File: src/rtl/exibe_sequencia.sv
// rtl/exibe_sequencia.sv - memory-game sequence presenter driving the player LEDs from the sync ROM
// Optional end-of-sequence blink enabled by defining PISCA_FIM_EN.
module exibe_sequencia #(
    parameter int TEMPO_ACESO   = 1000,
    parameter int TEMPO_APAGADO = 500
) (
    input  logic       clock,
    input  logic       reset,
    input  logic       iniciar,
    input  logic [3:0] limite,
    input  logic [3:0] dado,
    output logic [3:0] endereco,
    output logic [3:0] leds,
    output logic       ocupado,
    output logic       pronto,
    output logic [3:0] db_estado
);

    localparam int TMAX = (TEMPO_ACESO > TEMPO_APAGADO) ? TEMPO_ACESO : TEMPO_APAGADO;
    localparam int TW   = $clog2(TMAX + 1);

    typedef enum logic [3:0] {
        INICIAL = 4'd0,
        PREPARA = 4'd1,
        LE      = 4'd2,
        CARREGA = 4'd3,
        ACESO   = 4'd4,
        APAGADO = 4'd5,
        PROXIMO = 4'd6,
        PISCA   = 4'd7,
        FIM     = 4'd8
    } estado_t;

    estado_t       estado_q, estado_d;
    logic [3:0]    endereco_q, endereco_d;
    logic [3:0]    item_q, item_d;
    logic [3:0]    lim_q, lim_d;
    logic [TW-1:0] timer_q, timer_d;
    logic [TW-1:0] timer_inc;

    // Timer holds at its terminal count instead of wrapping.
    assign timer_inc = (timer_q == TW'(TMAX)) ? timer_q : timer_q + 1'b1;

    always_ff @(posedge clock) begin
        if (reset) begin
            estado_q   <= INICIAL;
            endereco_q <= 4'd0;
            item_q     <= 4'd0;
            lim_q      <= 4'd0;
            timer_q    <= '0;
        end else begin
            estado_q   <= estado_d;
            endereco_q <= endereco_d;
            item_q     <= item_d;
            lim_q      <= lim_d;
            timer_q    <= timer_d;
        end
    end

    always_comb begin
        estado_d   = estado_q;
        endereco_d = endereco_q;
        item_d     = item_q;
        lim_d      = lim_q;
        timer_d    = timer_q;
        case (estado_q)
            INICIAL: if (iniciar) estado_d = PREPARA;
            PREPARA: begin
                endereco_d = 4'd0;
                lim_d      = limite;
                timer_d    = '0;
                estado_d   = LE;
            end
            LE: estado_d = CARREGA;
            CARREGA: begin
                item_d   = dado;
                timer_d  = '0;
                estado_d = ACESO;
            end
            ACESO: begin
                if (timer_q == TW'(TEMPO_ACESO - 1)) begin
                    timer_d  = '0;
                    estado_d = APAGADO;
                end else begin
                    timer_d = timer_inc;
                end
            end
            APAGADO: begin
                if (timer_q == TW'(TEMPO_APAGADO - 1)) estado_d = PROXIMO;
                else                                   timer_d  = timer_inc;
            end
            PROXIMO: begin
                timer_d = '0;
                if (endereco_q == lim_q) begin
`ifdef PISCA_FIM_EN
                    estado_d = PISCA;
`else
                    estado_d = FIM;
`endif
                end else begin
                    endereco_d = endereco_q + 4'd1;
                    estado_d   = LE;
                end
            end
`ifdef PISCA_FIM_EN
            PISCA: begin
                if (timer_q == TW'(TEMPO_ACESO - 1)) estado_d = FIM;
                else                                 timer_d  = timer_inc;
            end
`endif
            FIM:     estado_d = INICIAL;
            default: estado_d = INICIAL;
        endcase
    end

    always_comb begin
        leds = 4'd0;
        case (estado_q)
            ACESO:   leds = item_q;
`ifdef PISCA_FIM_EN
            PISCA:   leds = 4'hF;
`endif
            default: leds = 4'd0;
        endcase
        ocupado = (estado_q != INICIAL);
        pronto  = (estado_q == FIM);
    end

    assign endereco  = endereco_q;
    assign db_estado = estado_q;

endmodule

File: config.mk
export PLATFORM = sky130hd
export DESIGN_NAME = exibe_sequencia
export DESIGN_NICKNAME = d
export VERILOG_FILES = /design/src/rtl/exibe_sequencia.sv
export SDC_FILE = /design/constraint.sdc
export NUM_CORES = 1
export LEC_CHECK = 0
export ABC_CLOCK_PERIOD_IN_PS = 2300
export CELL_PAD_IN_SITES_DETAIL_PLACEMENT = 1
export CELL_PAD_IN_SITES_GLOBAL_PLACEMENT = 2
export CORE_MARGIN = 2
export CORE_UTILIZATION = 25
export DETAILED_ROUTE_END_ITERATION = 12
export PLACE_DENSITY_LB_ADDON = 0.1
export SETUP_SLACK_MARGIN = 0.2
export SLEW_MARGIN = 20
export SYNTH_ARGS = -nofsm -noshare
export SYNTH_HDL_FRONTEND = slang
export SYNTH_SLANG_ARGS = --single-unit
File: constraint.sdc
create_clock -name clock -period 2.3 [get_ports clock]
set_clock_uncertainty 0.15 [all_clocks]
set_input_delay 0.46 -clock clock [delete_from_list [all_inputs] [get_ports clock]]
set_output_delay 0.46 -clock clock [all_outputs]
set_load 0.03 [all_outputs]
# ---- Word-level counts from Yosys, hierarchy flattened
# Index checks and enable logic that the tools add are counted.
dict set report totals {
  regBits 26
  latchBits 0
  ramBits 0
  rom_bits 0
  inputBits 11
  out_inout_bits 14
  elab_cells 43
  mem_count 0
}
dict set report op_classes {
  add_sub_neg 2
  mul 0
  n_div 0
  magnitude_cmp 0
  eq_ne 16
  shifts 0
  muxes 12
  bitwise_logic 0
  n_reduce_logical 8
}
# operator n
set ops {}
lappend ops {{$mux W10} 3}
lappend ops {{$pmux W10 S3} 1}
lappend ops {{$pmux W4 S7} 1}
lappend ops {{$mux W4} 6}
lappend ops {{$eq A10 B10 Y1 const B} 2}
lappend ops {{$eq A4 B3 Y1 const B} 3}
lappend ops {{$add A10 B1 Y10 const B} 1}
lappend ops {{$eq A10 B9 Y1 const B} 1}
lappend ops {{$ne A2 B2 Y1 const B} 5}
lappend ops {{$eq A4 B2 Y1 const B} 2}
lappend ops {{$pmux W4 S2} 1}
lappend ops {{$add A4 B1 Y4 const B} 1}
lappend ops {{$eq A4 B1 Y1 const B} 1}
lappend ops {{$eq A4 B4 Y1} 1}
lappend ops {{$eq A4 B4 Y1 const B} 1}
lappend ops {{$logic_not A4 Y1} 1}
lappend ops {{$reduce_and A2 Y1} 2}
lappend ops {{$reduce_bool A4 Y1} 1}
lappend ops {{$reduce_and A3 Y1} 1}
lappend ops {{$reduce_bool A3 Y1} 1}
lappend ops {{$reduce_or A3 Y1} 1}
lappend ops {{$reduce_bool A2 Y1} 1}

# ---- Depth between registers and ports, before layout
# Gate-level depths: netlist (run 1).
dict set report logic_depth {
  ltp_word 4
  mapped_depth 7
  mapped_depth_nobuf 7
}

# ---- Least setup slack after synthesis (run 1)
# OpenSTA, ideal clock, no wires.
dict set report synth_timing {
  kind {register to output}
  startpoint {reg estado_q[3] (netlist: db_estado[3])}
  endpoint {out pronto}
  arrival_time_ps 1754
  t_required_ps 1690
  setup_slack_ps -64
  path_stages_with_launch 4
  path_buffers 1
  cell_sequence {dfxtp_1 -> buf_6 -> inv_2 -> nor4_1}
}
dict set report synth_via {
  elab_chain_len 1
}
# item line_no
set synth_lines {}
lappend synth_lines {{from (decl)} 34} ;# estado_t estado_q, estado_d;
lappend synth_lines {{from (signal assigned)} 52} ;# estado_q <= estado_d;
lappend synth_lines {{$eq A4 B4 Y1} 126} ;# pronto = (estado_q == FIM);
lappend synth_lines {{to (decl)} 15} ;# output logic pronto,
# No other way between the ends.

# ---- Worst setup path after layout (run 1)
dict set report layout_timing {
  startpoint {reg estado_q[0] (netlist: db_estado[0])}
  endpoint {out leds[0]}
}
dict set report layout_via {
  elab_chain_len 2
}
# item line_no
set layout_lines {}
lappend layout_lines {{$eq A4 B3 Y1} 118} ;# case (estado_q)
lappend layout_lines {{$mux W4} 118}
lappend layout_lines {{to (decl)} 13} ;# output logic [3:0] leds,
# No other way between the ends.

==> key figures, run 1 <==
Outcome
  – Status: finished clean

Critical path
  – CP max stage delay: 410 ps
  – Worst path bufs/invs: 2
  – Slowest CP cell: nor4b_4
  – Worst path arrival time: 1510 ps
  – Crit path cell chain: buf_8, nor4b_4, and2_4, buf_6
  – Worst Path Required: 1690 ps
  – Reg-to-reg startpoint: db_estado[0]$_SDFFE_PP0P_
  – Critical path class: reg2out
  – Worst Setup Start Kind: flip-flop
  – Worst Setup SP: db_estado[0]$_SDFFE_PP0P_
  – CP max FO: 5
  – Cell family with most CP delay: simple AND/OR/NAND/NOR gates
  – CP endpoint kind: primary output

Cells and area
  – Share of post-route cells with drive strength above 1: 0.231
  – Nets@finish: 215
  – Commonest non-fill, non-tap cell in the layout: dfxtp_1
  – Most frequent cells in the layout: dfxtp_1 (23), nor2_1 (18), clkdlybuf4s50_1 (15), o21ai_1 (12), buf_4 (12)
  – Ant. Diodes: 0
  – Synth-to-Final Area Change: 34.5%

Logic synthesis
  – Yosys warning count: 0
  – Syn Std Cell Area: 1480 um^2
  – Post-synth EDFFs: 0
  – Share of the synthesized area in the top cell type: 0.352
  – Synthesized Nets: 180
  – Asr flop ratio synth: 0
  – Area leader, netlist: dfxtp_1
  – Share of the yosys chip area belonging to registers: 0.352
  – Synth cell types: 47
  – Syn Inst Count: 165
  – Top_reg_cell synth: dfxtp_1
  – Syn avg cell area: 8.96 um^2
  – Top cells by area, synth: dfxtp_1 (35%), mux2i_1 (7.4%), nor2_1 (4.6%), o21ai_1 (4.1%), nor3_1 (3.7%)
  – Yosys reg bits: 26

Pwr
  – Sequential power share: 0.495
  – Logic pwr share: 0.172
  – P_leak: 0.820 nW
  – P_sw: 0.251 mW
  – Sw Share: 0.266
  – Clk pwr share: 0.333
  – Pwr per Cell Area: 474 nW/um^2
  – Peak supply drop: 0.204 mV
  – Cell Int Power: 0.693 mW

Global route
  – Global-route wire length before repair: 6920 um
  – Initial antenna violation count: 0
  – Largest net degree at the start of global routing: 15
  – GRT Util Overall: 0.136
  – Vias in the first global route: 1,379
  – Global route overflow: 0

Clock network
  – Clock sinks: 26
  – CTS root buf: clkbuf_8
  – Clk_lat worst skew: 280 ps
  – Hold-fix buffer count after cts: 0
  – Clk buf depth: 2
  – CTS buffer count: 3
  – H-tree Lvls: 1
  – CTS tree: built
  – Clk pin slew, worst setup/hold paths: 100 ps

Floorplanning
  – Io pins: 25
  – Core area: 5820 um^2
  – Initial Util: 0.254
  – Die area: 6550 um^2
  – Rows: 28
  – Die Ht: 80.9 um
  – Die X: 80.9 um

STA
  – Post-layout minimum cycle time: 2120 ps
  – Final Hold Fails: 0
  – RSZ-0062 raised after global routing: true
  – Rel. slew slack: 0.628
  – Final WS setup: 184 ps
  – Worst-Margin Slew: 552 ps
  – Fmax: 473 MHz
  – Final period util: 0.920
  – Finish-stage setup viols: 0
  – Number of slew-limit violations in the final report: 0
  – Setup TNS: 0 ps
  – Hold_ws: 355 ps

Worst hold path
  – HP Start: timer_q[0]$_SDFFE_PP0P_
  – Hold Crit Class: reg2reg

Place
  – Post-Place Setup Slack: 227 ps
  – GPL Wtd Cong: 0.717
  – Dpl hpwl: 3160 um
  – Port bufs: 24

Run
  – Total of max-cap violations: 0

Detailed routing
  – Antenna viol nets, final: 0
  – DR WL/cell: 15.3 um
  – Final wirelength: 4180 um
  – Vias per cell: 4.80
  – Initial drt markers: 34
  – # DRC: 0
  – Number of iterations in the first detailed-routing pass: 3
  – Via total after detailed routing: 1,316
-- cell type report --
type / instances / area, um^2
inverters: 6 / 22.5
multi-input cells: 124 / 912
flip-flops and latches: 26 / 524
repair buffers: 39 / 382
fillers: 703 / 3830
clock buffers: 4 / 55.1
well taps: 75 / 93.8
-- flip-flops by register name, indices dropped and copies added (netlist names) --
name	cells
db_estado	4
endereco	4
item_q	4
lim_q	4
timer_q	10
-- Yosys cell counts, types with 3 or more instances --
cell type  number
nor2b_1         3
o21ai_1        12
mux2i_1        11
dfxtp_1        26
and3_1          7
nand3_1         5
clkbuf_1        3
and2_1          4
ha_1            4
nand2_1         8
nor2_1         18
buf_2           3
nor3_1         11
a21oi_1         4
xor2_1          5
inv_1           5
-- repair_timing --
item	CTS	global route
hold endpoints to repair	0	0
endpoints found under the setup margin	11	18
resized for setup	16	9
buffers inserted	4	1
pin swaps	6	6
gates cloned	0	0
-- per-stage QoR --
stage	power (mW)	util	cell area, um^2	cells
floorplan	0.568	-	1490	165
global placement	0.620	0.315	1830	265
detailed placement	0.623	0.315	1830	265
CTS	0.954	0.336	1950	273
global route	0.992	0.342	1990	274
finish	0.944	0.342	1990	274
-- worst register-to-register path, delay by kind of cell, from the launching register on --
family / cells / cell delay, ps
and+or+nand+nor: 2 / 530
DFF: 1 / 350
muxes: 1 / 140
buffers and inverters: 3 / 520
AOI/OAI and AO/OA: 2 / 300
-- power by group through the flow --
| stage | clock network [mW] | registers (mW) | logic [mW] |
|---|---|---|---|
| final | 0.314 | 0.467 | 0.163 |
| after CTS | 0.328 | 0.467 | 0.159 |
| after floorplan | 0 | 0.482 | 0.0863 |
| after global placement | 0 | 0.475 | 0.145 |
| after global routing | 0.346 | 0.468 | 0.177 |
| after detailed placement | 0 | 0.476 | 0.148 |
-- kinds of logic after synthesis --
logic type | Yosys count | synth area share
AOI/OAI and AO/OA | 28 | 0.145
muxes | 12 | 0.0821
buffers and inverters | 15 | 0.0508
adders and majority gates | 4 | 0.0338
DFF | 26 | 0.352
xor gates and xnor gates | 7 | 0.0415
and+or+nand+nor | 73 | 0.295
-- path summary, 6_finish.rpt --
path / slack, ps / end / cells past startpoint
worst min-delay path: 350 / timer_q[0]$_SDFFE_PP0P_ / 1
worst max-delay path: 180 / leds[0] / 4
worst max register to register: 260 / timer_q[9]$_SDFFE_PP0P_ / 8
worst min register to register: 350 / timer_q[0]$_SDFFE_PP0P_ / 1
-- routing by layer --
layer  track usage  vias up  wire length, um
li1              -      657                -
met1         0.168      642             1960
met2         0.247       13             2100
met3        0.0178        4               84
met4        0.0373        0               37
met5             0        -                0
Note: power is estimated with default switching activity, not from simulation.
==> run 2, diff against run 1 <==
Settings changed: CELL_PAD_IN_SITES_GLOBAL_PLACEMENT 2 to 1, CTS_CLUSTER_SIZE set to 8.
==> key figures, run 2 (same netlist as run 1, synthesis figures left out) <==
STA
  – RSZ-0062 raised after global routing: true (unchanged)
  – Setup TNS: 0 ps (unchanged)
  – Finish-stage setup viols: 0 (unchanged)
  – Fmax: 476 MHz (was 473 MHz)
  – Rel. slew slack: 0.642 (was 0.628)
  – Post-layout minimum cycle time: 2100 ps (was 2120 ps)
  – Final period util: 0.914 (was 0.920)
  – Worst-Margin Slew: 531 ps (was 552 ps)
  – Number of slew-limit violations in the final report: 0 (unchanged)
  – Final Hold Fails: 0 (unchanged)

Cells and area
  – Max FFs per register: 10 (unchanged)
  – Commonest non-fill, non-tap cell in the layout: dfxtp_1 (unchanged)
  – Nets@finish: 216 (was 215)
  – Final cell utilization of the core: 0.342 (about the same)
  – Largest Register: timer_q (unchanged)
  – Share of post-route cells with drive strength above 1: 0.231 (unchanged)
  – Most frequent cells in the layout: dfxtp_1 (24), nor2_1 (18), clkdlybuf4s50_1 (16), buf_4 (14), o21ai_1 (12) (was dfxtp_1 (23), nor2_1 (18), clkdlybuf4s50_1 (15), o21ai_1 (12), buf_4 (12))
  – Ant. Diodes: 0 (unchanged)
  – Synth-to-Final Area Change: 34.3% (was 34.5%)

Floorplanning
  – Die X: 80.9 um (unchanged)
  – Die Ht: 80.9 um (unchanged)
  – Core area: 5820 um^2 (unchanged)
  – Io pins: 25 (unchanged)
  – Die area: 6550 um^2 (unchanged)
  – Initial Util: 0.254 (unchanged)
  – Rows: 28 (unchanged)

Global route
  – Global route overflow: 0 (unchanged)
  – Vias in the first global route: 1,426 (was 1,379)
  – Global-route wire length before repair: 6840 um (was 6920 um)
  – GRT Util Overall: 0.133 (was 0.136)
  – Initial antenna violation count: 0 (unchanged)
  – Largest net degree at the start of global routing: 18 (was 15)

Pwr
  – Pwr per Cell Area: 446 nW/um^2 (was 474 nW/um^2)
  – Peak supply drop: 0.188 mV (was 0.204 mV)
  – P_leak: 0.798 nW (was 0.820 nW)

Detailed routing
  – Initial drt markers: 62 (was 34)
  – Antenna viol nets, final: 0 (unchanged)
  – Number of iterations in the first detailed-routing pass: 3 (unchanged)
  – DR WL/cell: 14.4 um (was 15.3 um)
  – Via total after detailed routing: 1,311 (was 1,316)
  – Final wirelength: 3960 um (was 4180 um)
  – # DRC: 0 (unchanged)
  – Vias per cell: 4.78 (was 4.80)

Critical path
  – CP max FO: 8 (was 5)
  – Worst Setup Start Kind: flip-flop (unchanged)
  – Worst path arrival time: 1490 ps (was 1510 ps)
  – Critical path class: reg2out (unchanged)
  – Worst Setup SP: db_estado[0]$_SDFFE_PP0P_ (unchanged)
  – Worst path depth: 5 (was 4)
  – Flop2flop setup slack: 340 ps (was 260 ps)
  – Reg-to-reg startpoint: db_estado[0]$_SDFFE_PP0P_ (unchanged)
  – Worst path bufs/invs: 3 (was 2)
  – Worst Path Required: 1690 ps (about the same)
  – Slowest CP cell: dfxtp_2 (was nor4b_4)
  – Worst r2r path cells: 8 (unchanged)
  – CP endpoint kind: primary output (unchanged)
  – Crit path cell chain: buf_8, nor4b_4, buf_4, and2_4, buf_6 (was buf_8, nor4b_4, and2_4, buf_6)
  – Cell family with most CP delay: buffers and inverters (was simple AND/OR/NAND/NOR gates)
  – FF-to-FF End: timer_q[8]$_SDFFE_PP0P_ (was timer_q[9]$_SDFFE_PP0P_)
  – Setup crit end: leds[1] (was leds[0])
  – CP max stage delay: 340 ps (was 410 ps)

Place
  – Port bufs: 24 (unchanged)
  – GPL Wtd Cong: 0.725 (was 0.717)
  – Dpl hpwl: 2960 um (was 3160 um)

Clock network
  – CTS buffer count: 3 (unchanged)
  – Clock sinks: 26 (unchanged)
  – Clk_lat worst skew: 280 ps (about the same)
  – Clk buf depth: 2 (unchanged)
  – CTS root buf: clkbuf_8 (unchanged)
  – CTS tree: built (unchanged)
  – Clk pin slew, worst setup/hold paths: 100 ps (about the same)
  – H-tree Lvls: 1 (unchanged)
  – Hold-fix buffer count after cts: 0 (unchanged)

Outcome
  – Status: finished clean (unchanged)

Run
  – Total of max-cap violations: 0 (unchanged)

Worst hold path
  – Hold Crit Class: reg2reg (unchanged)
run 2: per-stage QoR:
step | hold WS, ps | std cells | worst slack (ps) | area, um^2 | total power [mW]
finish | 350 | 274 | 199 | 1990 | 0.887
global route | 380 | 274 | 144 | 1990 | 0.937
CTS | 367 | 268 | 203 | 1900 | 0.891
detailed placement | 341 | 264 | 184 | 1820 | 0.624
global placement | 335 | 264 | 225 | 1820 | 0.621
floorplan | 302 | 165 | 270 | 1490 | 0.568
run 2: worst min path at each step:
stage,from,endpoint,slack [ps],cells past startpoint
3_3_place_gp,item_q[2]$_SDFFE_PP0P_,item_q[2]$_SDFFE_PP0P_,340,2
5_1_grt,timer_q[0]$_SDFFE_PP0P_,timer_q[0]$_SDFFE_PP0P_,380,1
2_1_floorplan,item_q[0]$_SDFFE_PP0P_,item_q[0]$_SDFFE_PP0P_,300,2
4_1_cts,item_q[3]$_SDFFE_PP0P_,item_q[3]$_SDFFE_PP0P_,370,2
6_report,timer_q[0]$_SDFFE_PP0P_,timer_q[0]$_SDFFE_PP0P_,350,1
3_5_place_dp,item_q[3]$_SDFFE_PP0P_,item_q[3]$_SDFFE_PP0P_,340,2
run 2: layer usage:
metal,wire length [um],vias to the layer above,GRT usage
li1,-,659,-
met1,1850,630,0.169
met2,1970,18,0.232
met3,99,4,0.0178
met4,39,0,0.0458
met5,0,-,0
run 2: final cells by class:
class,count,area (um^2)
Fill cell,707,3830
Multi-Input combinational cell,124,932
Sequential cell,26,523
Timing Repair Buffer,40,374
Tap cell,75,93.8
Clock buffer,3,41.3
Inverter,6,22.5
run 2: what timing repair did:
item                       in CTS  in global routing
setup endpoints to repair       9                 13
buffers inserted                1                  6
pin swaps                       1                  4
resized for setup              13                 13
run 2: where the power goes:
group / internal, mW / leakage (nW) / total (mW) / switching (mW)
combinational: 0.0735 / 0.565 / 0.156 / 0.0824
sequential: 0.460 / 0.211 / 0.467 / 0.00680
clock: 0.118 / 0.0216 / 0.264 / 0.147
==> run 3, diff against run 2 <==
Settings changed: SETUP_SLACK_MARGIN 0.2 to unset, SKIP_CTS_REPAIR_TIMING set to 1, SLEW_MARGIN 20 to unset.
==> key figures, run 3 (same netlist as run 1, synthesis figures left out) <==
Cells and area
  – Synth-to-Final Area Change: 26.1% (was 34.3%)
  – Nets@finish: 209 (was 216)
  – Largest Register: timer_q (unchanged)
  – Ant. Diodes: 0 (unchanged)
  – Finished Layout Cells: 267 (was 274)
  – Commonest non-fill, non-tap cell in the layout: dfxtp_1 (unchanged)
  – Max FFs per register: 10 (unchanged)
  – Most frequent cells in the layout: dfxtp_1 (26), nor2_1 (18), clkdlybuf4s50_1 (18), buf_4 (14), o21ai_1 (12) (was dfxtp_1 (24), nor2_1 (18), clkdlybuf4s50_1 (16), buf_4 (14), o21ai_1 (12))
  – Final cell utilization of the core: 0.321 (was 0.342)
  – Fillers: 716 (was 707)
  – Share of post-route cells with drive strength above 1: 0.156 (was 0.231)

Floorplanning
  – Die area: 6550 um^2 (unchanged)
  – Die Ht: 80.9 um (unchanged)
  – Die X: 80.9 um (unchanged)
  – Rows: 28 (unchanged)
  – Core area: 5820 um^2 (unchanged)
  – Io pins: 25 (unchanged)
  – Initial Util: 0.254 (unchanged)

Clock network
  – CTS buffer count: 3 (unchanged)
  – Clk_lat worst skew: 280 ps (about the same)
  – CTS root buf: clkbuf_8 (unchanged)
  – H-tree Lvls: 1 (unchanged)
  – Clk buf depth: 2 (unchanged)
  – CTS tree: built (unchanged)
  – Clock sinks: 26 (unchanged)
  – Clk pin slew, worst setup/hold paths: 80 ps (was 100 ps)

STA
  – Worst-Margin Slew: 561 ps (was 531 ps)
  – Rel. slew slack: 0.626 (was 0.642)
  – Fmax: 465 MHz (was 476 MHz)
  – Post-layout minimum cycle time: 2150 ps (was 2100 ps)
  – Final Hold Fails: 0 (unchanged)
  – RSZ-0062 raised after global routing: false (was true)
  – Final period util: 0.935 (was 0.914)
  – Finish-stage setup viols: 0 (unchanged)
  – Number of slew-limit violations in the final report: 0 (unchanged)

Pwr
  – Design Power: 0.876 mW (was 0.887 mW)
  – Peak supply drop: 0.185 mV (was 0.188 mV)
  – Clk pwr share: 0.302 (was 0.298)
  – Logic pwr share: 0.167 (was 0.176)
  – Sequential power share: 0.531 (was 0.526)
  – P_leak: 0.734 nW (was 0.798 nW)
  – Cell Int Power: 0.643 mW (was 0.651 mW)
  – Sw Share: 0.266 (about the same)
  – P_sw: 0.233 mW (was 0.236 mW)
  – Pwr per Cell Area: 469 nW/um^2 (was 446 nW/um^2)

Global route
  – Largest net degree at the start of global routing: 18 (unchanged)
  – Initial antenna violation count: 0 (unchanged)
  – GRT Util Overall: 0.132 (was 0.133)
  – Global-route wire length before repair: 6730 um (was 6840 um)
  – Vias in the first global route: 1,414 (was 1,426)
  – Global route overflow: 0 (unchanged)

Detailed routing
  – Initial drt markers: 67 (was 62)
  – # DRC: 0 (unchanged)
  – Vias per cell: 4.83 (was 4.78)
  – Antenna viol nets, final: 0 (unchanged)
  – DR WL/cell: 14.4 um (about the same)
  – Number of iterations in the first detailed-routing pass: 3 (unchanged)
  – Via total after detailed routing: 1,289 (was 1,311)
  – Final wirelength: 3850 um (was 3960 um)

Critical path
  – Reg-to-reg startpoint: timer_q[0]$_SDFFE_PP0P_ (was db_estado[0]$_SDFFE_PP0P_)
  – Slowest CP cell: dfxtp_1 (was dfxtp_2)
  – Critical path class: reg2out (unchanged)
  – Worst path depth: 5 (unchanged)
  – Worst path bufs/invs: 3 (unchanged)
  – FF-to-FF End: timer_q[8]$_SDFFE_PP0P_ (unchanged)
  – Worst Setup Start Kind: flip-flop (unchanged)
  – Worst r2r path cells: 6 (was 8)
  – Worst Path Required: 1690 ps (about the same)
  – Most used cell, CP: buf_4
  – CP max stage delay: 310 ps (was 340 ps)
  – Worst path arrival time: 1540 ps (was 1490 ps)
  – Crit path cell chain: buf_4, nor4b_4, buf_4, and2_1, buf_4 (was buf_8, nor4b_4, buf_4, and2_4, buf_6)
  – CP endpoint kind: primary output (unchanged)
  – Flop2flop setup slack: 210 ps (was 340 ps)
  – Cell family with most CP delay: buffers and inverters (unchanged)
  – CP max FO: 9 (was 8)

Worst hold path
  – Hold Crit Class: reg2reg (unchanged)
  – Hold depth: 2 (was 1)
  – Worst Hold End: item_q[0]$_SDFFE_PP0P_ (was timer_q[0]$_SDFFE_PP0P_)
  – HP Start: item_q[0]$_SDFFE_PP0P_ (was timer_q[0]$_SDFFE_PP0P_)

Place
  – Placed cells: 264 (unchanged)
  – GPL Wtd Cong: 0.725 (unchanged)
  – Port bufs: 24 (unchanged)
  – Dpl hpwl: 2960 um (unchanged)

Outcome
  – Status: finished clean (unchanged)

Run
  – Total of max-cap violations: 0 (unchanged)
==> run 3: cell types whose count changed in the layout (fill, tap and decap cells not counted), sizes merged <==
| cell | change |
|---|---|
| dlygate4sd2 | -1 |
| buf | -8 |
| clkdlybuf4s50 | +2 |
==> run 3: through the flow <==
| stage | setup TNS, ps | cell area (um^2) | hold slack [ps] | worst slack, ps |
|---|---|---|---|---|
| after floorplan | 0 | 1490 | 302 | 270 |
| after global placement | 0 | 1820 | 335 | 225 |
| after detailed placement | 0 | 1820 | 341 | 184 |
| after CTS | -76.7 | 1860 | 367 | -76.7 |
| after global routing | 0 | 1870 | 404 | 20.7 |
| final | 0 | 1870 | 363 | 150 |
==> run 3: worst max-delay path by stage <==
stage                              end  slack, ps                       from
6_report                       leds[1]        150  db_estado[3]$_SDFFE_PP0P_
5_1_grt        timer_q[8]$_SDFFE_PP0P_         20    timer_q[0]$_SDFFE_PP0P_
4_1_cts                        ocupado        -80  db_estado[2]$_SDFFE_PP0P_
3_5_place_dp   timer_q[8]$_SDFFE_PP0P_        180    timer_q[0]$_SDFFE_PP0P_
3_3_place_gp   timer_q[8]$_SDFFE_PP0P_        220    timer_q[0]$_SDFFE_PP0P_
2_1_floorplan                   pronto        270  db_estado[3]$_SDFFE_PP0P_
==> run 3: layout make-up <==
cell class / count / area [um^2] / area share
multi-input combinational: 124 / 890 / 0.477
sequential: 26 / 520 / 0.279
timing repair buffer: 33 / 298 / 0.160
tap: 75 / 93.8 / 0.0503
clock buffer: 3 / 41.3 / 0.0221
inverter: 6 / 22.5 / 0.0121
==> run 3: tightest hold or removal path: cells and delay by family, from the launching register on <==
kind,cells,cell delay (ps)
AND/OR/NAND/NOR,1,90
multiplexers,1,60
flip-flops,1,330
==> run 3: routing by layer <==
layer	up-vias	GRT usage	wire length (um)
met5	-	0	0
met4	0	0.0458	53
met3	5	0.0178	97
met2	21	0.231	1860
met1	617	0.165	1840
li1	646	-	-
==> run 3: power groups by stage <==
| stage | logic, mW | clock network [mW] | registers [mW] |
|---|---|---|---|
| 2_1_floorplan | 0.0863 | 0 | 0.482 |
| 3_3_place_gp | 0.146 | 0 | 0.475 |
| 3_5_place_dp | 0.148 | 0 | 0.476 |
| 4_1_cts | 0.149 | 0.274 | 0.465 |
| 5_1_grt | 0.161 | 0.298 | 0.467 |
| 6_report | 0.146 | 0.265 | 0.465 |
